--- config.mk ---
export PLATFORM = sky130hd
export DESIGN_NAME = dpi_pkt_sequencer_flat
export DESIGN_NICKNAME = d
export VERILOG_FILES = /design/src/rtl/dpi_pkt_sequencer_if.sv /design/src/rtl/dpi_pkt_sequencer.sv /design/src/flat_wrapper.sv
export SDC_FILE = /design/constraint.sdc
export NUM_CORES = 1
export LEC_CHECK = 0
export ABC_AREA = 0
export BUFFER_PORTS_ARGS = -buffer_cell sky130_fd_sc_hd__buf_2
export CAP_MARGIN = 20
export CORE_MARGIN = 4
export CORE_UTILIZATION = 62
export DETAILED_ROUTE_END_ITERATION = 7
export GPL_TIMING_DRIVEN = 0
export PLACE_DENSITY = 0.88
export REMOVE_ABC_BUFFERS = 1
export SYNTH_ARGS = -nofsm -noshare
export SYNTH_HDL_FRONTEND = slang
export SYNTH_SLANG_ARGS = --single-unit
--- constraint.sdc ---
create_clock -name clk -period 2.4 [get_ports clk]
set_input_delay 0.24 -clock clk [delete_from_list [all_inputs] [get_ports clk]]
set_output_delay 0.24 -clock clk [all_outputs]
set_load 0.01 [all_outputs]
--- src/rtl/dpi_pkt_sequencer_if.sv ---
// rtl/dpi_pkt_sequencer_if.sv - ingress beat bus between the packet buffer and the sequencer
interface dpi_pkt_sequencer_if;
  logic       in_valid;
  logic       in_ready;
  logic [7:0] in_data;
  logic       in_sop;
  logic       in_eop;
  logic [5:0] in_stream_id;

  modport master (
    output in_valid, in_data, in_sop, in_eop, in_stream_id,
    input  in_ready
  );

  modport slave (
    input  in_valid, in_data, in_sop, in_eop, in_stream_id,
    output in_ready
  );
endinterface

--- src/rtl/dpi_pkt_sequencer.sv ---
// rtl/dpi_pkt_sequencer.sv - matcher-bank packet sequencer; optional counters under DPI_SEQ_STATS_EN
module dpi_pkt_sequencer #(
  parameter int NUM_REGEX    = 8,
  parameter int LOAD_GAP     = 2,
  parameter int DRAIN_CYCLES = 3
) (
  input  logic                 clk,
  input  logic                 rst,
  dpi_pkt_sequencer_if.slave   in_if,
  input  logic                 cfg_we,
  input  logic [5:0]           cfg_addr,
  input  logic [NUM_REGEX-1:0] cfg_data,
  input  logic                 clear_seen,
  output logic                 load_state,
  output logic [5:0]           stream_id,
  output logic                 new_stream_id,
  output logic [NUM_REGEX-1:0] enable,
  output logic [7:0]           char_in,
  output logic                 char_in_vld,
  output logic                 eop,
  output logic                 drop_err,
  output logic [31:0]          pkt_count,
  output logic [31:0]          byte_count
);

  typedef enum logic [2:0] {S_IDLE, S_LOAD, S_GAP, S_STREAM, S_DRAIN, S_EOP} state_t;

  // The registered char stage supplies one idle cycle, so GAP holds LOAD_GAP-1 cycles.
  localparam logic [7:0] GAP_LAST  = 8'(LOAD_GAP - 2);
  localparam logic [7:0] DRAIN_SAT = 8'(DRAIN_CYCLES);

  state_t               state_q, state_d;
  logic [7:0]           gap_cnt_q, gap_cnt_d;
  logic [7:0]           idle_cnt_q, idle_cnt_d;
  logic                 got_first_q, got_first_d;
  logic [5:0]           stream_id_q, stream_id_d;
  logic [NUM_REGEX-1:0] enable_q, enable_d;
  logic                 new_q, new_d;
  logic [7:0]           char_q, char_d;
  logic                 char_vld_q, char_vld_d;
  logic [63:0]          seen_q;
  logic [NUM_REGEX-1:0] tbl_q [64];
  logic                 in_ready_c;
  logic                 drop_c;
  logic                 load_c;
  logic                 eop_c;

  // Next-state and handshake decode; idle_cnt counts cycles since the last char_in_vld.
  always_comb begin
    state_d     = state_q;
    gap_cnt_d   = gap_cnt_q;
    got_first_d = got_first_q;
    stream_id_d = stream_id_q;
    enable_d    = enable_q;
    new_d       = new_q;
    char_d      = char_q;
    char_vld_d  = 1'b0;
    in_ready_c  = 1'b0;
    drop_c      = 1'b0;
    load_c      = 1'b0;
    eop_c       = 1'b0;
    if (char_vld_q) begin
      idle_cnt_d = 8'd0;
    end else if (idle_cnt_q >= DRAIN_SAT) begin
      idle_cnt_d = idle_cnt_q;
    end else begin
      idle_cnt_d = idle_cnt_q + 8'd1;
    end

    case (state_q)
      S_IDLE: begin
        if (in_if.in_valid) begin
          if (in_if.in_sop) begin
            // The sop beat stays on the bus; it is consumed as the first STREAM beat.
            stream_id_d = in_if.in_stream_id;
            enable_d    = tbl_q[in_if.in_stream_id];
            new_d       = ~seen_q[in_if.in_stream_id];
            state_d     = S_LOAD;
          end else begin
            in_ready_c = 1'b1;
            drop_c     = 1'b1;
          end
        end
      end
      S_LOAD: begin
        load_c      = 1'b1;
        got_first_d = 1'b0;
        gap_cnt_d   = 8'd0;
        state_d     = (LOAD_GAP > 1) ? S_GAP : S_STREAM;
      end
      S_GAP: begin
        gap_cnt_d = gap_cnt_q + 8'd1;
        if (gap_cnt_q == GAP_LAST) state_d = S_STREAM;
      end
      S_STREAM: begin
        if (in_if.in_valid && in_if.in_sop && got_first_q) begin
          // A second sop closes the current packet without being consumed.
          state_d = S_DRAIN;
        end else begin
          in_ready_c = 1'b1;
          if (in_if.in_valid) begin
            char_d      = in_if.in_data;
            char_vld_d  = 1'b1;
            got_first_d = 1'b1;
            if (in_if.in_eop) state_d = S_DRAIN;
          end
        end
      end
      S_DRAIN: begin
        if (idle_cnt_d >= DRAIN_SAT) state_d = S_EOP;
      end
      S_EOP: begin
        eop_c   = 1'b1;
        state_d = S_IDLE;
      end
      default: state_d = S_IDLE;
    endcase

    if (rst) begin
      in_ready_c = 1'b0;
      drop_c     = 1'b0;
    end
  end

  // FSM state and per-packet context registers.
  always_ff @(posedge clk) begin
    if (rst) begin
      state_q     <= S_IDLE;
      gap_cnt_q   <= '0;
      idle_cnt_q  <= '0;
      got_first_q <= 1'b0;
      stream_id_q <= '0;
      enable_q    <= '0;
      new_q       <= 1'b0;
      char_q      <= '0;
      char_vld_q  <= 1'b0;
    end else begin
      state_q     <= state_d;
      gap_cnt_q   <= gap_cnt_d;
      idle_cnt_q  <= idle_cnt_d;
      got_first_q <= got_first_d;
      stream_id_q <= stream_id_d;
      enable_q    <= enable_d;
      new_q       <= new_d;
      char_q      <= char_d;
      char_vld_q  <= char_vld_d;
    end
  end

  // Enable table writes and seen tracking; clear_seen beats the eop set.
  always_ff @(posedge clk) begin
    if (rst) begin
      seen_q <= '0;
      for (int i = 0; i < 64; i++) tbl_q[i] <= '0;
    end else begin
      if (cfg_we) tbl_q[cfg_addr] <= cfg_data;
      if (clear_seen) begin
        seen_q <= '0;
      end else if (state_q == S_EOP) begin
        seen_q[stream_id_q] <= 1'b1;
      end
    end
  end

  assign in_if.in_ready = in_ready_c;
  assign drop_err       = drop_c;
  assign load_state     = load_c;
  assign eop            = eop_c;
  assign stream_id      = stream_id_q;
  assign enable         = enable_q;
  assign new_stream_id  = new_q;
  assign char_in        = char_q;
  assign char_in_vld    = char_vld_q;

`ifdef DPI_SEQ_STATS_EN
  logic [31:0] pkt_cnt_q;
  logic [31:0] byte_cnt_q;

  // Free-running packet and byte counters, wrapping at 2^32.
  always_ff @(posedge clk) begin
    if (rst) begin
      pkt_cnt_q  <= '0;
      byte_cnt_q <= '0;
    end else begin
      if (eop_c)      pkt_cnt_q  <= pkt_cnt_q + 32'd1;
      if (char_vld_q) byte_cnt_q <= byte_cnt_q + 32'd1;
    end
  end

  assign pkt_count  = pkt_cnt_q;
  assign byte_count = byte_cnt_q;
`else
  assign pkt_count  = 32'd0;
  assign byte_count = 32'd0;
`endif

endmodule

--- src/flat_wrapper.sv ---
// flat-port wrapper written by rule: the top's interface ports become plain ports
module dpi_pkt_sequencer_flat 
#(
  parameter int NUM_REGEX    = 8,
  parameter int LOAD_GAP     = 2,
  parameter int DRAIN_CYCLES = 3
)
  (clk, rst, cfg_we, cfg_addr, cfg_data, clear_seen, load_state, stream_id, new_stream_id, enable, char_in, char_in_vld, eop, drop_err, pkt_count, byte_count, in_if_in_valid, in_if_in_data, in_if_in_sop, in_if_in_eop, in_if_in_stream_id, in_if_in_ready);
  dpi_pkt_sequencer_if in_if_i ();
  input  logic clk;
  input  logic rst;
  input  logic cfg_we;
  input  logic [5:0] cfg_addr;
  input  logic [NUM_REGEX-1:0] cfg_data;
  input  logic clear_seen;
  output logic load_state;
  output logic [5:0] stream_id;
  output logic new_stream_id;
  output logic [NUM_REGEX-1:0] enable;
  output logic [7:0] char_in;
  output logic char_in_vld;
  output logic eop;
  output logic drop_err;
  output logic [31:0] pkt_count;
  output logic [31:0] byte_count;
  input wire logic [$bits(in_if_i.in_valid)-1:0] in_if_in_valid;
  input wire logic [$bits(in_if_i.in_data)-1:0] in_if_in_data;
  input wire logic [$bits(in_if_i.in_sop)-1:0] in_if_in_sop;
  input wire logic [$bits(in_if_i.in_eop)-1:0] in_if_in_eop;
  input wire logic [$bits(in_if_i.in_stream_id)-1:0] in_if_in_stream_id;
  output wire logic [$bits(in_if_i.in_ready)-1:0] in_if_in_ready;
  assign in_if_i.in_valid = in_if_in_valid;
  assign in_if_i.in_data = in_if_in_data;
  assign in_if_i.in_sop = in_if_in_sop;
  assign in_if_i.in_eop = in_if_in_eop;
  assign in_if_i.in_stream_id = in_if_in_stream_id;
  assign in_if_in_ready = in_if_i.in_ready;
  dpi_pkt_sequencer #(.NUM_REGEX(NUM_REGEX), .LOAD_GAP(LOAD_GAP), .DRAIN_CYCLES(DRAIN_CYCLES)) u_core (.clk(clk), .rst(rst), .in_if(in_if_i), .cfg_we(cfg_we), .cfg_addr(cfg_addr), .cfg_data(cfg_data), .clear_seen(clear_seen), .load_state(load_state), .stream_id(stream_id), .new_stream_id(new_stream_id), .enable(enable), .char_in(char_in), .char_in_vld(char_in_vld), .eop(eop), .drop_err(drop_err), .pkt_count(pkt_count), .byte_count(byte_count));
endmodule
==> Word level (Yosys, flattened, before mapping) <==
Memories as Yosys holds them, arrays and structs flattened. A register that Yosys moved wholly into a read port is not among the register bits.
Index checks and enable logic that the tools add are counted.
{ "op_classes": {"n_addsub": 2, "n_lt_le_gt_ge": 5, "n_eq_ne": 13, "mux": 36, "bitwise_logic": 4, "reduce_logical": 14} }
{ "ops": {"columns": ["cell", "count"], "rows": [
  ["64-bit OR", 1],
  ["8-bit 2-to-1 mux", 3],
  ["3-bit 2-to-1 mux", 7],
  ["1-bit 2-to-1 mux", 19],
  ["8-bit by 1-bit adder with 8-bit output (second input constant)", 2],
  ["8-bit by 2-bit greater-or-equal comparator with 1-bit output (second input constant)", 2],
  ["8-bit one-hot mux with 2 select lines", 1],
  ["3-bit one-hot mux with 5 select lines", 1],
  ["6-bit by 7-bit less-than comparator with 1-bit output (second input constant)", 2],
  ["3-bit AND reduction", 3],
  ["8-bit logical NOT", 1],
  ["2-bit inequality test (second input constant)", 4],
  ["8-bit OR reduction", 1],
  ["1-bit binary-select mux with 6-bit select", 1],
  ["1-bit demux with 6-bit select", 1],
  ["3-bit by 2-bit == test with 1-bit output (second input constant)", 2],
  ["3-bit == test (second input constant)", 2],
  ["6-bit by 1-bit greater-or-equal comparator with 1-bit output (second input constant)", 1],
  ["6-bit 2-to-1 mux", 1],
  ["3-bit by 2-bit inequality test with 1-bit output (second input constant)", 2],
  ["6-bit AND reduction", 1],
  ["2-bit by 1-bit inequality test with 1-bit output (second input constant)", 2],
  ["1-bit one-hot mux with 2 select lines", 2],
  ["2-bit nonzero test", 2],
  ["6 further kinds", 10]
]} }
{ "totals": {"reg_bits": 100, "ram_bits": 512, "input_bits": 35, "out_inout_bits": 92, "wordCells": 84, "mem_count": 1} }
{ "memory_table": {"columns": ["name", "words", "width", "rd", "rd_clocked_by_memory_dff", "write_ports", "line_no", "text"], "rows": [
  ["u_core.tbl_q", 64, 8, 1, 1, 64, "dpi_pkt_sequencer.sv:42", "logic [NUM_REGEX-1:0] tbl_q [64];"]
]} }

==> Depth between registers and ports, before layout <==
{ "depth": {"depth_word": 6, "mapped_depth": 11, "mapped_depth_nobuf": 8} }

==> Worst setup path before layout <==
No wires, ideal clock.
{ "synth_timing": {"path_kind": "in2reg", "start": "input rst", "end": "memory u_core.tbl_q[14][0] (enable)", "setup_time_ns": 0.384, "arrival_time_ns": 1.834, "required_time_ns": 2.016, "path_slack_ns": 0.182, "cell_stages": 5, "path_buffers": 2, "cell_sequence": "clkbuf_1 nor3b_1 nand3_1 clkbuf_1 o21ai_0"} }
{ "synth_lines": {"columns": ["item", "line_no", "text"], "rows": [
  ["from (decl)", "flat_wrapper.sv:11", "input logic rst;"],
  ["to (decl)", "dpi_pkt_sequencer.sv:42", null]
]} }

==> flow_metrics.py <==
metrics = {
    "timing": {
        "period_share": 1.10,
        "rsz0062_at_grt": "true",
        "period_minus_slack_ns": 2.64,
        "setup_viol": 190,
        "drv_slew": 0,
        "worst_slew_pin_slew_ns": 1.13,
        "slew_headroom": 0.246,
        "hold_ws_ns": 0.0351,
        "fin_ws_ns": -0.240,
        "fmax_mhz": 379,
        "tns_ns": -21.85,
        "hold_violations": 0,
        "skew_ns": 0.0362,
    },
    "global_routing": {
        "antenna_found_initial": 1,
        "grt_remaining_overflow": 0,
        "grt_util_met1": 0.362,
        "grt_max_degree": 68,
        "grt-busiest-layer": "met2",
        "grt_pass1_vias": 18223,
        "track_usage": 0.277,
        "met3_usage": 0.0628,
        "grt_use_met2": 0.447,
        "grt_pass1_wl_mm": 106,
    },
    "floorplan": {
        "io-pin-count": 127,
        "dieArea_um2": 49800,
        "core_area_um2": 45600,
        "rows": 78,
        "die_y_um": 223,
        "die_w_um": 223,
        "start_util": 0.629,
    },
    "logic_synthesis": {
        "synth_ff_type": "edfxtp_1",
        "synth_top_area_frac": 0.536,
        "synthesis.instances": 2157,
        "synthTopCellsByArea": "edfxtp_1 (54%), and2_1 (11%), mux4_2 (10%)",
        "synth_top_family_by_area": "simple AND/OR/NAND/NOR gates",
        "synth_cell_type_count": 59,
        "synth_edf_count": 512,
        "synthAdderAreaFrac": 0.00131,
        "syn-cell-area_um2": 28700,
        "synthArstFlopShare": 0,
        "ys_seq_area_frac": 0.611,
        "synth_xor_xnor_area_share": 0.000611,
        "synthSimpleGateAreaFrac": 0.163,
        "muxShareOfSynthArea": 0.127,
        "synth_seq_cells": 620,
        "yosysWarnings": 0,
        "synth_compound_area_frac": 0.0545,
        "avgSynthCellArea_um2": 13.3,
        "yosys.area.top_type": "edfxtp_1",
    },
    "worst_setup_path": {
        "r2r_cells": 6,
        "crit_path_end_kind": "register",
        "worstSetupEndpoint": "u_core.tbl_q[50][0]",
        "critical_path_arrival_ns": 2.97,
        "r2r_start": "u_core.state_q[2]",
        "cp.required_ns": 2.73,
        "path_class": "in -> reg",
        "crit_fanout": 44,
        "crit_path_start": "rst",
        "crit_path_start_kind": "input pin",
        "worst-r2r-setup-slack_ns": 0.10,
        "timing.rr.end": "u_core.enable[1]",
    },
    "outcome": {
        "violations": "negative setup slack",
        "run_status": "finished, violations left",
    },
    "cts": {
        "numCtsBuffers": 59,
        "clock_latency_ns": 0.65,
        "cts_tree": "yes",
        "h-tree-depth": 2,
        "cts_sinks": 620,
        "root_buffer": "clkbuf_16",
        "path_clk_slew_ns": 0.06,
        "cts_buffer_depth": 3,
    },
    "route": {
        "wl_per_cell_um": 25.0,
        "dr_total_vias": 18139,
        "viasPerCell": 6.46,
        "drt_wl_total_mm": 70.0,
        "initialDrtViolationCount": 2608,
        "first_pass_iters": 6,
        "ant_nets": 0,
        "drt_drc_violations_left": 0,
    },
    "cells_and_area": {
        "layout_commonest_cell": "and2_1",
        "diodes": 0,
        "final_nets": 2194,
        "drive_gt1_frac": 0.179,
        "area_growth_syn_to_layout_pct": 10.6,
        "final_cell_area_um2": 31700,
        "final_cell_mix": "and2_1 (519), edfxtp_1 (512), nor2_1 (183), mux4_2 (130), dfxtp_1 (106)",
    },
    "power": {
        "power.switching_uw": 5800,
        "peakVddDrop_uv": 716,
        "power.leakage_uw": 0.0112,
        "power_density_nw_per_um2": 780,
        "swShare": 0.234,
        "total_power_uw": 24700,
        "p_comb_frac": 0.086,
        "internal_power_uw": 18900,
        "sequentialPowerShare": 0.503,
        "pwr-share-clk": 0.410,
    },
    "placement": {
        "io_buffers": 62,
        "hpwl_mm": 41.5,
        "dpl_cell_area_um2": 29000,
        "dpl_worst_slack_ns": -1.89,
        "place.gp.congestion": 0.863,
    },
    "job": {
        "maxCapViolCount": 0,
    },
    "worst_hold_path": {
        "hold_path_class": "in -> reg",
    },
}
==> power by group through the flow <==
stage | combinational (uW) | clock [uW] | sequential, uW
2_1_floorplan | 1110 | 0 | 12600
3_3_place_gp | 1900 | 0 | 12600
3_5_place_dp | 1970 | 0 | 12700
4_1_cts | 2050 | 10200 | 12400
5_1_grt | 2260 | 10600 | 12500
6_report | 2140 | 10100 | 12500
==> cells in the mapped netlist (10+ instances only) <==
cell type and count:
nand2b_1 11, nand2_1 44, a22oi_1 26, clkbuf_1 105, and2_1 519, nor2b_1 21, o21ai_0 69, edfxtp_1 512
mux2i_1 61, dfxtp_1 108, buf_1 23, buf_4 74, nand3_1 10, mux4_2 130, buf_2 18, a21oi_1 105
nor3_1 14, a211oi_1 16, nor2_1 184
==> kinds of logic after synthesis <==
group                      Yosys count
adders and majority gates            3
DFF                                620
xor gates and xnor gates             2
and+or+nand+nor                    836
buffers and inverters              234
AOI/OAI and AO/OA                  262
other                                1
muxes                              199
==> state kept, by name (all words and copies together), names as in the netlist <==
| register | count |
|---|---|
| u_core.new_stream_id | 1 |
| u_core.tbl_q | 512 |
| u_core.seen_q | 64 |
| u_core.got_first_q | 1 |
| u_core.char_in_vld | 1 |
| u_core.idle_cnt_q | 8 |
| u_core.enable | 8 |
| u_core.stream_id | 6 |
| u_core.gap_cnt_q | 8 |
| u_core.char_in | 8 |
| u_core.state_q | 3 |
==> area by class of cell <==
| cell class | instances | area, um2 |
|---|---|---|
| flip-flops and latches | 620 | 17500 |
| fillers | 2761 | 13900 |
| multi-input cells | 1366 | 10400 |
| clock buffers | 72 | 1620 |
| repair buffers | 101 | 880 |
| well taps | 600 | 751 |
| clock inverters | 39 | 498 |
| inverters | 8 | 37.5 |
==> through the flow <==
stage,instances,util
6_report,2806,0.696
5_1_grt,2806,0.696
4_1_cts,2799,0.689
3_5_place_dp,2676,0.637
3_3_place_gp,2656,0.631
2_1_floorplan,1994,-
==> metal layers <==
metal | part of all wire | vias to the layer above
li1 | - | 7717
met1 | 0.35 | 8872
met2 | 0.49 | 1303
met3 | 0.12 | 245
met4 | 0.048 | 2
met5 | 0.00024 | -
==> worst min path at each step <==
stage	end	start	slack, ns	cells past startpoint
global placement	u_core.seen_q[18]	u_core.seen_q[18]	0.44	2
CTS	u_core.stream_id[0]	in_if_in_stream_id[0]	0.06	3
global route	u_core.stream_id[0]	in_if_in_stream_id[0]	0.03	3
floorplan	u_core.enable[0]	rst	0.31	1
finish	u_core.stream_id[0]	in_if_in_stream_id[0]	0.04	3
detailed placement	u_core.idle_cnt_q[5]	u_core.idle_cnt_q[5]	0.45	1
==> worst max-delay path: stages <==
cell and delay (ns):
buf_4 0.29, nor3b_1 0.67, nand2_1 0.73, o21ai_0 0.72, buf_4 0.27
==> repair_timing <==
action / 4_1_cts / 5_1_grt
endpoints found under the hold margin: 10 / 0
hold buffers: 10 / 0
buffers inserted: 0 / 0
setup endpoints to repair: 800 / 334
cloned: 2 / 0
gates resized for setup: 87 / 44
No activity file was read; power rests on OpenSTA's default activity.
